--- src/rtl/jtpopeye_pkg.sv ---
// Shared definitions for the Popeye sprite DMA: state encoding, object
// buffer base and default transfer length.
package jtpopeye_pkg;

  typedef enum logic [1:0] {
    IDLE = 2'd0,
    REQ  = 2'd1,
    XFER = 2'd2,
    REL  = 2'd3
  } dma_state_t;

  localparam logic [9:0] OBJ_BASE = 10'h000;
  localparam int         DMA_LEN  = 1024;

endpackage

--- src/rtl/jtpopeye_dma_pipe.sv ---
// Two-stage address/valid delay line matching the registered main RAM read.
// Stage B is the object-buffer write strobe, so its valid is a one-clk pulse.
module jtpopeye_dma_pipe #(
  parameter int AW = 10
) (
  input  logic          clk,
  input  logic          rst,
  input  logic          cen,
  input  logic          flush,
  input  logic          in_valid,
  input  logic [AW-1:0] in_addr,
  output logic          a_valid,
  output logic          b_valid,
  output logic [AW-1:0] b_addr
);

  logic [AW-1:0] a_addr;

  always_ff @(posedge clk) begin
    if (rst) begin
      a_valid <= 1'b0;
      a_addr  <= '0;
      b_valid <= 1'b0;
      b_addr  <= '0;
    end else begin
      b_valid <= 1'b0;
      if (cen) begin
        if (flush) begin
          a_valid <= 1'b0;
        end else begin
          a_valid <= in_valid;
          a_addr  <= in_addr;
          b_valid <= a_valid;
          // b_addr holds the last written address between strobes
          if (a_valid) b_addr <= a_addr;
        end
      end
    end
  end

endmodule

--- src/rtl/jtpopeye_dma.sv ---
// Sprite DMA master: on VB rising edge grabs the Z80 bus and copies the
// object area of main RAM into the object line buffer, one byte per cen.
//
// state | meaning
// IDLE  | waiting for VB rising edge, bus released
// REQ   | busrq_n low, waiting for busak_n
// XFER  | reading RAM / writing object buffer
// REL   | busrq_n high, waiting for busak_n to return high
module jtpopeye_dma
  import jtpopeye_pkg::*;
#(
  parameter int LEN = DMA_LEN,
  parameter int AW  = 10
) (
  input  logic          clk,
  input  logic          rst,
  input  logic          cen,
  input  logic          VB,
  input  logic          busak_n,
  input  logic [7:0]    DD_DMA,
  output logic          busrq_n,
  output logic          dma_cs,
  output logic [AW-1:0] AD_DMA,
  output logic          obj_we,
  output logic [AW-1:0] obj_addr,
  output logic [7:0]    obj_data,
  output logic          busy,
  output logic          done
);

  localparam logic [AW:0]   LEN_W   = (AW+1)'(LEN);
  localparam logic [AW-1:0] LAST    = AW'(LEN-1);
  localparam logic [AW-1:0] OBJ_OFS = AW'(OBJ_BASE);

  dma_state_t    state, state_nx;
  logic          VBl;
  logic [AW:0]   rd_cnt, rd_nx;
  logic [AW-1:0] wr_cnt, wr_nx;
  logic [AW-1:0] ad_nx;
  logic          busrq_nx, dma_cs_nx, busy_nx, done_nx;
  logic          issue, flush;
  logic          a_valid, b_valid;
  logic [AW-1:0] b_addr;

  jtpopeye_dma_pipe #(.AW(AW)) u_pipe (
    .clk      (clk),
    .rst      (rst),
    .cen      (cen),
    .flush    (flush),
    .in_valid (issue),
    .in_addr  (AD_DMA),
    .a_valid  (a_valid),
    .b_valid  (b_valid),
    .b_addr   (b_addr)
  );

  assign obj_we   = b_valid;
  assign obj_addr = b_addr + OBJ_OFS;

  always_ff @(posedge clk) begin
    if (rst) begin
      state    <= IDLE;
      VBl      <= 1'b0;
      busrq_n  <= 1'b1;
      dma_cs   <= 1'b0;
      AD_DMA   <= '0;
      rd_cnt   <= '0;
      wr_cnt   <= '0;
      busy     <= 1'b0;
      done     <= 1'b0;
      obj_data <= 8'd0;
    end else begin
      done <= 1'b0;
      if (cen) begin
        state   <= state_nx;
        VBl     <= VB;
        busrq_n <= busrq_nx;
        dma_cs  <= dma_cs_nx;
        AD_DMA  <= ad_nx;
        rd_cnt  <= rd_nx;
        wr_cnt  <= wr_nx;
        busy    <= busy_nx;
        done    <= done_nx;
        if (a_valid && !flush) obj_data <= DD_DMA;
      end
    end
  end

  always_comb begin
    state_nx  = state;
    busrq_nx  = busrq_n;
    dma_cs_nx = dma_cs;
    busy_nx   = busy;
    done_nx   = 1'b0;
    ad_nx     = AD_DMA;
    rd_nx     = rd_cnt;
    wr_nx     = wr_cnt;
    issue     = 1'b0;
    flush     = 1'b0;
    case (state)
      IDLE: begin
        if (VB && !VBl) begin
          state_nx = REQ;
          busrq_nx = 1'b0;
          busy_nx  = 1'b1;
        end
      end
      REQ: begin
        busrq_nx = 1'b0;
        if (!busak_n) begin
          state_nx  = XFER;
          dma_cs_nx = 1'b1;
          ad_nx     = '0;
          rd_nx     = '0;
          wr_nx     = '0;
        end
      end
      XFER: begin
        if (busak_n) begin
          // bus lost: drop everything in flight, no done
          flush     = 1'b1;
          state_nx  = IDLE;
          dma_cs_nx = 1'b0;
          busrq_nx  = 1'b1;
          busy_nx   = 1'b0;
        end else begin
          if (rd_cnt < LEN_W) begin
            issue = 1'b1;
            rd_nx = rd_cnt + 1'b1;
            if (AD_DMA != LAST) ad_nx = AD_DMA + 1'b1;
          end
          if (a_valid) begin
            wr_nx = wr_cnt + 1'b1;
            if (wr_cnt == LAST) begin
              state_nx  = REL;
              dma_cs_nx = 1'b0;
              busrq_nx  = 1'b1;
            end
          end
        end
      end
      REL: begin
        dma_cs_nx = 1'b0;
        busrq_nx  = 1'b1;
        if (busak_n) begin
          done_nx  = 1'b1;
          busy_nx  = 1'b0;
          state_nx = IDLE;
        end
      end
      default: state_nx = IDLE;
    endcase
  end

endmodule

--- config.mk ---
export PLATFORM = sky130hd
export DESIGN_NAME = jtpopeye_dma
export DESIGN_NICKNAME = d
export VERILOG_FILES = /design/src/rtl/jtpopeye_pkg.sv /design/src/rtl/jtpopeye_dma_pipe.sv /design/src/rtl/jtpopeye_dma.sv
export SDC_FILE = /design/constraint.sdc
export NUM_CORES = 1
export LEC_CHECK = 0
export ABC_CLOCK_PERIOD_IN_PS = 1900
export CAP_MARGIN = 30
export CORE_ASPECT_RATIO = 1.1
export CORE_MARGIN = 2
export CORE_UTILIZATION = 48
export DETAILED_ROUTE_END_ITERATION = 8
export HOLD_SLACK_MARGIN = 0.05
export PLACE_DENSITY = 0.75
export SYNTH_ARGS = -nofsm -noshare
export SYNTH_HDL_FRONTEND = slang
export SYNTH_SLANG_ARGS = --single-unit
--- constraint.sdc ---
create_clock -name clk -period 1.9 [get_ports clk]
set_clock_uncertainty 0.1 [all_clocks]
set_input_delay 0.475 -clock clk [delete_from_list [all_inputs] [get_ports clk]]
set_output_delay 0.475 -clock clk [all_outputs]
set_load 0.05 [all_outputs]
==> metrics, run 1 <==
status=completed; CTS H-Tree Depth=3; critical path type=reg -> reg; Cell Rows=30; Clock Tree Buf Depth=2; Die W=79.1 µm; Inst Count DP=458; average size of a mapped cell=9.42 µm²; highest net fanout along the worst path=8; Top Metal Used=met4; Slew Viols, Final=0; Post-Place Cell Area=3700 µm²; worst hold start=rd_cnt[9]$_SDFFE_PP0P_; non-filler cells, final=475; power density cells=754 nW/µm²; fin nets=406; post-route minimum period=1.78 ns; hold endpoint=rd_cnt[10]$_SDFFE_PP0P_; largest net degree at the start of global routing=25; slowest CP cell=or4_1; initial antenna violation count=0; Synth async-reset ratio=0%; Core ar.=6080 µm²; DRC viols=0; Metal-1 WL=2.83 mm; All-Layer GR Usage=19.2%; Syn. warnings=0; diodes inserted=0; I/O Pins=46; Cells on Worst Hold Path=2; synth top area cells=dfxtp_1 46%, mux2i_1 10%, nor2_1 6.1%; vias=2537; dominant synthesized flop cell=dfxtp_1; CP Launch Type=register; final instance area=3950 µm²; Worst Path Required=2.08 ns; die area=6850 µm²; worst path cell trace=and2b_1 > o211ai_2 > or4_1 > a21oi_1; R2R setup slack=0.12 ns; clk_lat worst skew=0.34 ns; Hold Vio Cnt, Final=0; dominant cell type by area after synthesis=dfxtp_1; total CTS buffers=9; relative slew slack=73.5%; Critical Path AT=1.96 ns; share of cells above drive strength 1=25.1%; CTS root buf=clkbuf_8; Chip Height=86.6 µm; peak supply drop=0.368 mV; Starting Density=48.9%; Synth cell types=52; Vias/cell=5.34; Final Hold Slack=0.372 ns; Yosys top cell area share=45.8%; CP endpoint kind=register; r2r endpoint=AD_DMA[9]$_SDFFE_PP0P_; HP Class=reg -> reg; first-pass GRT wire length=10.5 mm; EDFF count, synth=0; Seq/Total Area, Yosys=45.8%; Total Wirelength=6.10 mm; reg2reg path depth=4; most common cell in the netlist=dfxtp_1; Layout area overhead=32.8%; WL/cell=12.8 µm; routability cong.=0.786; met3 WL post-DR=238 µm; Place WS=-0.383 ns; CTS Hold Bufs=0; post-synthesis instance area=2980 µm²; RSZ-0062 raised after global routing=false; CTS tree=done; Routed Antenna Nets=0; vias in the first global route=2347; Seq cells post-synth=68; fin worst setup slack=0.116 ns; Max Clock Freq=561 MHz; clk slew on worst S/H paths=0.07 ns; Critical R2R Launch=state[0]$_SDFFE_PP0P_; IO Port Bufs=45; Leak Pwr=1.70 nW; Post-Syn Nets=332; Least-Margin Pin Slew=0.394 ns; routed wl met2=2.91 mm; Setup Viol. Count Final=0; max cap viols=0; fin crit share=93.9%; CTS sink cnt=68; total grt overflow=0; Final HPWL DP=4.44 mm; CP peak stage delay=0.52 ns; drt pass-1 iters=4; Initial DRC Count=93; Post-Syn Instances=316; most common library cells after synthesis=68 x dfxtp_1, 48 x nor2_1, 31 x mux2i_1
==> cells by family after synthesis <==
group	share of synthesized area, %
xor gates and xnor gates	3.24
AOI/OAI and AO/OA	14.6
DFF	45.8
buffers and inverters	3.99
adders and majority gates	1.26
muxes	10.4
and+or+nand+nor	20.7
==> critical path, delay by kind of cell (launching register included) <==
kind	cells	cell delay (ns)
simple gates	2	0.86
compound gates	2	0.32
flops	1	0.44
==> worst max path at each step <==
stage / to / start / slack [ns] / cells after the start
after floorplan: AD_DMA[9]$_SDFFE_PP0P_ / AD_DMA[2]$_SDFFE_PP0P_ / 0.04 / 4
after global placement: wr_cnt[6]$_SDFFE_PP0P_ / busak_n / -0.36 / 6
after detailed placement: wr_cnt[7]$_SDFFE_PP0P_ / busak_n / -0.38 / 5
after CTS: AD_DMA[4]$_SDFFE_PP0P_ / state[1]$_SDFFE_PP0P_ / 0.002 / 4
after global routing: rd_cnt[9]$_SDFFE_PP0P_ / state[1]$_SDFFE_PP0P_ / 0.009 / 5
final: AD_DMA[9]$_SDFFE_PP0P_ / state[0]$_SDFFE_PP0P_ / 0.12 / 4
==> cell usage in the layout (no fill, tap or decap), types with 3 or more instances in the layout <==
cell / n
a211oi_1: 5
a21oi_1: 17
and3_1: 4
buf_12: 7
buf_4: 62
clkbuf_8: 9
clkdlybuf4s50_1: 10
clkinv_4: 3
dfxtp_1: 64
dfxtp_2: 4
ha_1: 3
inv_1: 7
mux2i_1: 31
nand2_1: 14
nand3_1: 9
nor2_1: 48
nor3_1: 4
o211ai_1: 6
o21a_1: 3
o21ai_0: 10
o31ai_1: 7
or3_1: 5
or4_1: 7
xnor2_1: 4
xor2_1: 7
==> through the flow <==
step	power [mW]	setup TNS [ns]	utilization [%]
2_1_floorplan	1.61	0	-
3_3_place_gp	1.69	-12.95	60.9
3_5_place_dp	1.70	-15.00	60.9
4_1_cts	3.01	0	64.6
5_1_grt	3.11	0	65.0
6_report	2.98	0	65.0
==> where the power goes <==
group | switching, mW | internal, mW | leakage [nW]
Clock | 0.565 | 0.747 | 0.114
Sequential | 0.0126 | 1.44 | 0.550
Combinational | 0.119 | 0.101 | 1.04
==> routing by layer <==
metal	GRT usage, %	vias to the layer above
met2	32.0	46
met1	23.5	1192
met5	0	-
met3	4.27	14
met4	8.93	0
li1	-	1285
==> timing repair <==
item / CTS / global route
resized for setup: 3 / 5
pin swaps: 0 / 0
endpoints found under the setup margin: 9 / 24
buffers inserted: 0 / 1
cloned: 0 / 0
==> sequential cells by signal, summed over array words and instances (netlist names) <==
signal          count
AD_DMA             10
u_pipe.b_valid      1
rd_cnt             11
busy                1
u_pipe.a_valid      1
busrq_n             1
u_pipe.a_addr      10
wr_cnt             10
done                1
dma_cs              1
u_pipe.b_addr      10
state               2
obj_data            8
VBl                 1
==> cell type report <==
cell class                 count  area [µm²]
multi-input combinational    223        1510
sequential                    68        1370
clock buffer                   9         124
tap                           80         100
timing repair buffer          81         727
inverter                       7        26.3
fill                         501        2130
clock inverter                 7         100
Power figures use the tool's default switching activity.
==> run 2, diff against run 1 <==
- GPL_TIMING_DRIVEN: default -> 0
==> run 2 against run 1 <==
Against the previous run: combinational power about the same; sequential share of layout area rose by 0.73 points; utilization fell by 1.3 points; worst hold slack got worse by 0.00057 ns; final area decreased by 2.1%; critical path depth down 3; power fell by 1.0%; critical path type is now reg -> out; critical endpoint is now AD_DMA[0]; largest power group unchanged.
==> metrics, run 2 (same netlist as run 1, synthesis figures left out) <==
CP endpoint kind=output port; Slew Viols, Final=0; CP Launch Type=register; critical path type=reg -> out; CTS sink cnt=68; Least-Margin Pin Slew=0.518 ns; Critical Path AT=1.28 ns; clk slew on worst S/H paths=0.07 ns; met3 Use GR=3.44%; peak supply drop=0.454 mV; routability cong.=0.782; Die W=79.1 µm; Final Util=63.6%; initial antenna violation count=0; met1 Use GR=22.4%; Total Wirelength=6.25 mm; Initial DRC Count=156; Vias/cell=5.40; fin nets=395; fin crit share=97.6%; total grt overflow=0; Leak Pwr=1.67 nW; diodes inserted=0; Buf/Inv on CP=1; max cap viols=0; gr busiest metal=met2; Setup Viol. Count Final=0; CP delay by family, top=buffers and inverters; clk_lat worst skew=0.35 ns; Total Power=2.95 mW; CTS Hold Bufs=0; CP peak stage delay=0.55 ns; Starting Density=48.9%; Final HPWL DP=4.29 mm; Cells on Worst Hold Path=2; All-Layer GR Usage=19.4%; IO Port Bufs=43; reg2reg path depth=5; largest net degree at the start of global routing=13; post-route minimum period=1.86 ns; share of cells above drive strength 1=16.1%; Max Clock Freq=539 MHz; max reg flops=11; Cell Rows=30; power density cells=763 nW/µm²; Comb pwr share=7.4%; Top reg by flops=rd_cnt; total CTS buffers=9; most frequent cells in the layout=64 x dfxtp_1, 48 x nor2_1, 30 x mux2i_1; CTS root buf=clkbuf_8; Layout area overhead=30.0%; Worst Path Required=1.32 ns; RSZ-0062 raised after global routing=false; Core ar.=6080 µm²; Routed Antenna Nets=0; CTS H-Tree Depth=3; highest net fanout along the worst path=7; HP Class=reg -> reg; drt pass-1 iters=4; DRC viols=0; vias in the first global route=2370; worst path cell trace=dlygate4sd2_1; P_int=2.26 mW; M2 GR Usage=34.3%; slowest CP cell=dlygate4sd2_1; Fillers=516; Sequential cell area=1370 µm²; switching power=687 µW; clock share of power=43.6%; WL/cell=13.5 µm; Chip Height=86.6 µm; Switching Fraction=23.3%; Inst Count DP=439; status=completed; first-pass GRT wire length=10.4 mm; non-filler cells, final=464; relative slew slack=65.5%; Sequential Power Share=49.0%; area of the multi-input gates=1560 µm²; vias=2507; CTS tree=done; Hold Vio Cnt, Final=0; die area=6850 µm²; I/O Pins=46; leading cell type in the layout, fill and taps excluded=dfxtp_1; stages on the worst setup path=1; Clock Tree Buf Depth=2
==> run 2: cell count changes in the layout (fill, tap and decap cells not counted), sizes merged, moves of 2 or more <==
cell,change
buf,-52
dlygate4sd2,+26
clkbuf,+15
clkdlybuf4s15,+3
clkinv,-2
clkinvlp,+2
==> run 2: worst register-to-register path, delay by kind of cell, from the launching register on <==
family / cells / cell delay [ns]
AOI/OAI and AO/OA: 2 / 0.61
and+or+nand+nor: 2 / 0.55
DFF: 1 / 0.35
buffers and inverters: 1 / 0.16
==> run 2: final cells by class <==
class / instances / area share (%)
Sequential cell: 68 / 35.3
Inverter: 7 / 0.679
Clock buffer: 10 / 3.30
Buffer: 17 / 3.43
Timing Repair Buffer: 53 / 12.1
Clock inverter: 6 / 2.30
Tap cell: 80 / 2.59
Multi-Input combinational cell: 223 / 40.3
==> run 2: worst paths after layout <==
kind	from	to	slack, ns
max	AD_DMA[0]$_SDFFE_PP0P_	AD_DMA[0]	0.04
min	rd_cnt[9]$_SDFFE_PP0P_	rd_cnt[10]$_SDFFE_PP0P_	0.37
max reg2reg	state[1]$_SDFFE_PP0P_	wr_cnt[7]$_SDFFE_PP0P_	0.06
min reg2reg	rd_cnt[9]$_SDFFE_PP0P_	rd_cnt[10]$_SDFFE_PP0P_	0.37
==> run 2: timing repair <==
| item | CTS | global route |
|---|---|---|
| endpoints found under the setup margin | 84 | 43 |
| pin swaps | 4 | 3 |
| buffers inserted | 10 | 0 |
| gates resized for setup | 56 | 21 |
| hold endpoints to repair | 0 | 0 |
==> run 2: metrics by stage <==
step                hold slack, ns  TNS [ns]  cell area [µm²]  worst slack (ns)
floorplan                    0.340         0             2980            0.0397
global placement             0.356    -26.84             3510            -0.594
detailed placement           0.365    -27.81             3510            -0.625
CTS                          0.376         0             3840           0.00442
global route                 0.397         0             3870           0.00108
finish                       0.371         0             3870            0.0448
==> run 2: power groups by stage <==
stage	registers (mW)	logic (mW)	clock network [mW]
after floorplan	1.49	0.114	0
after global placement	1.48	0.195	0
after detailed placement	1.48	0.196	0
after CTS	1.44	0.214	1.31
after global routing	1.45	0.236	1.37
final	1.45	0.219	1.29
==> run 2: per-layer routing <==
metal,vias to the layer above,wire length [µm]
met1,1193,2760
met2,38,3150
met5,-,0
met4,0,137
met3,12,197
li1,1264,-
==> run 3, diff against run 2 <==
- ABC_CLOCK_PERIOD_IN_PS: 1900 -> default
- CORE_UTILIZATION: 48 -> 53
- PLACE_DENSITY: 0.75 -> 0.79
- clock period: 1.9 -> 2.13 ns (I/O delays scaled with it)
==> run 3 against run 2 <==
Against the previous run: first-iteration DRC count is 1.3% higher; final area is 1.9% lower; setup slack better by 0.011 ns; wire length is 1.7% higher; clock power is 29% lower; non-clock buffer count stayed put; via count is 0.92% lower; die area is 9.0% lower; critical endpoint is now AD_DMA[9]$_SDFFE_PP0P_; highest routed layer unchanged.
==> metrics, run 3 (same netlist as run 1, synthesis figures left out) <==
Total Wirelength=6.36 mm; CP endpoint kind=register; slowest CP cell=or4_1; max cap viols=0; Worst Path Required=2.30 ns; first-pass GRT wire length=10.2 mm; post-route minimum period=2.07 ns; power density cells=628 nW/µm²; clk_lat worst skew=0.34 ns; final instance area=3790 µm²; Layout area overhead=27.5%; Starting Density=55.1%; Buf/Inv on CP=2; Switching Fraction=24.7%; routability cong.=0.787; diodes inserted=0; P_int=1.79 mW; status=completed; fin worst setup slack=0.0559 ns; CTS H-Tree Depth=3; peak supply drop=0.433 mV; max reg flops=11; Final HPWL DP=4.36 mm; leading cell type in the layout, fill and taps excluded=dfxtp_1; CTS Hold Bufs=0; Leak Pwr=1.90 nW; Inst Count DP=434; Sequential Power Share=54.0%; CTS sink cnt=68; CTS tree=done; non-filler cells, final=459; clk slew on worst S/H paths=0.07 ns; Routed Antenna Nets=0; CP delay by family, top=simple AND/OR/NAND/NOR gates; critical path type=in -> reg; total CTS buffers=9; initial antenna violation count=0; CTS root buf=clkbuf_8; Max Clock Freq=482 MHz; All-Layer GR Usage=21.3%; die area=6230 µm²; HP Class=reg -> reg; Initial DRC Count=158; DRC viols=0; total grt overflow=0; IO Port Bufs=43; worst path cell trace=clkdlybuf4s50_1 > clkbuf_4 > and2b_2 > o211ai_2 > or4_1 > a21oi_1; Setup Viol. Count Final=0; Core ar.=5400 µm²; vias in the first global route=2215; Hold Vio Cnt, Final=0; Slew Viols, Final=0; clock share of power=38.5%; relative slew slack=58.7%; most frequent cells in the layout=68 x dfxtp_1, 48 x nor2_1, 31 x mux2i_1; Setup TNS=0 ns; I/O Pins=46; switching power=589 µW; drt pass-1 iters=5; Top reg by flops=rd_cnt; Clock Tree Buf Depth=2; CP Launch Type=input port; highest net fanout along the worst path=10; fin crit share=97.4%; Cell Rows=28; largest net degree at the start of global routing=12; WL/cell=13.9 µm; Post-Place Cell Area=3500 µm²; Critical Path AT=2.24 ns; fin nets=395; Vias/cell=5.41; Comb pwr share=7.5%; Die W=75.4 µm; Total Power=2.38 mW; share of cells above drive strength 1=11.7%; Chip Height=82.6 µm; Place WS=-0.492 ns; Least-Margin Pin Slew=0.617 ns; RSZ-0062 raised after global routing=true; CP peak stage delay=0.52 ns; vias=2484
## run 3: timing repair
action                                  CTS  global route
resized for setup                        15            27
endpoints found under the setup margin   40            44
pin swaps                                 0             1
setup buffers                             0             9
## run 3: metrics by stage
stage               hold WS [ns]  util [%]
finish                     0.369      70.3
global route               0.391      70.3
CTS                        0.378      67.7
detailed placement         0.365      64.9
global placement           0.354      64.9
floorplan                  0.340         -
## run 3: routing by layer
layer  global-route usage, %  share of wire (%)  vias up
li1                        -                  -     1261
met5                       0                  0        -
met1                    27.5                 46     1167
met4                    8.95                1.5        0
met3                    3.64                3.2       10
met2                    34.9                 49       46
## run 3: layout make-up
cell class	instances	area [µm²]
multi-input combinational	223	1510
clock inverter	5	27.5
tap	75	93.8
sequential	68	1360
timing repair buffer	52	529
fill	448	1600
clock buffer	11	141
inverter	7	26.3
buffer	18	103
## run 3: power by group through the flow
stage | logic (mW) | registers [mW] | clock network [mW]
floorplan | 0.102 | 1.33 | 0
global placement | 0.172 | 1.32 | 0
detailed placement | 0.175 | 1.32 | 0
CTS | 0.175 | 1.29 | 0.940
global route | 0.194 | 1.29 | 0.999
finish | 0.179 | 1.29 | 0.917
## run 3: path summary, 6_finish.rpt
kind	cells after the start	slack (ns)	from	endpoint
min reg2reg	1	0.37	busrq_n$_SDFFE_PP1P_	busrq_n$_SDFFE_PP1P_
max reg2reg	7	0.17	state[0]$_SDFFE_PP0P_	u_pipe.b_addr[8]$_SDFFE_PP0P_
max	6	0.06	busak_n	AD_DMA[9]$_SDFFE_PP0P_
min	1	0.37	busrq_n$_SDFFE_PP1P_	busrq_n$_SDFFE_PP1P_
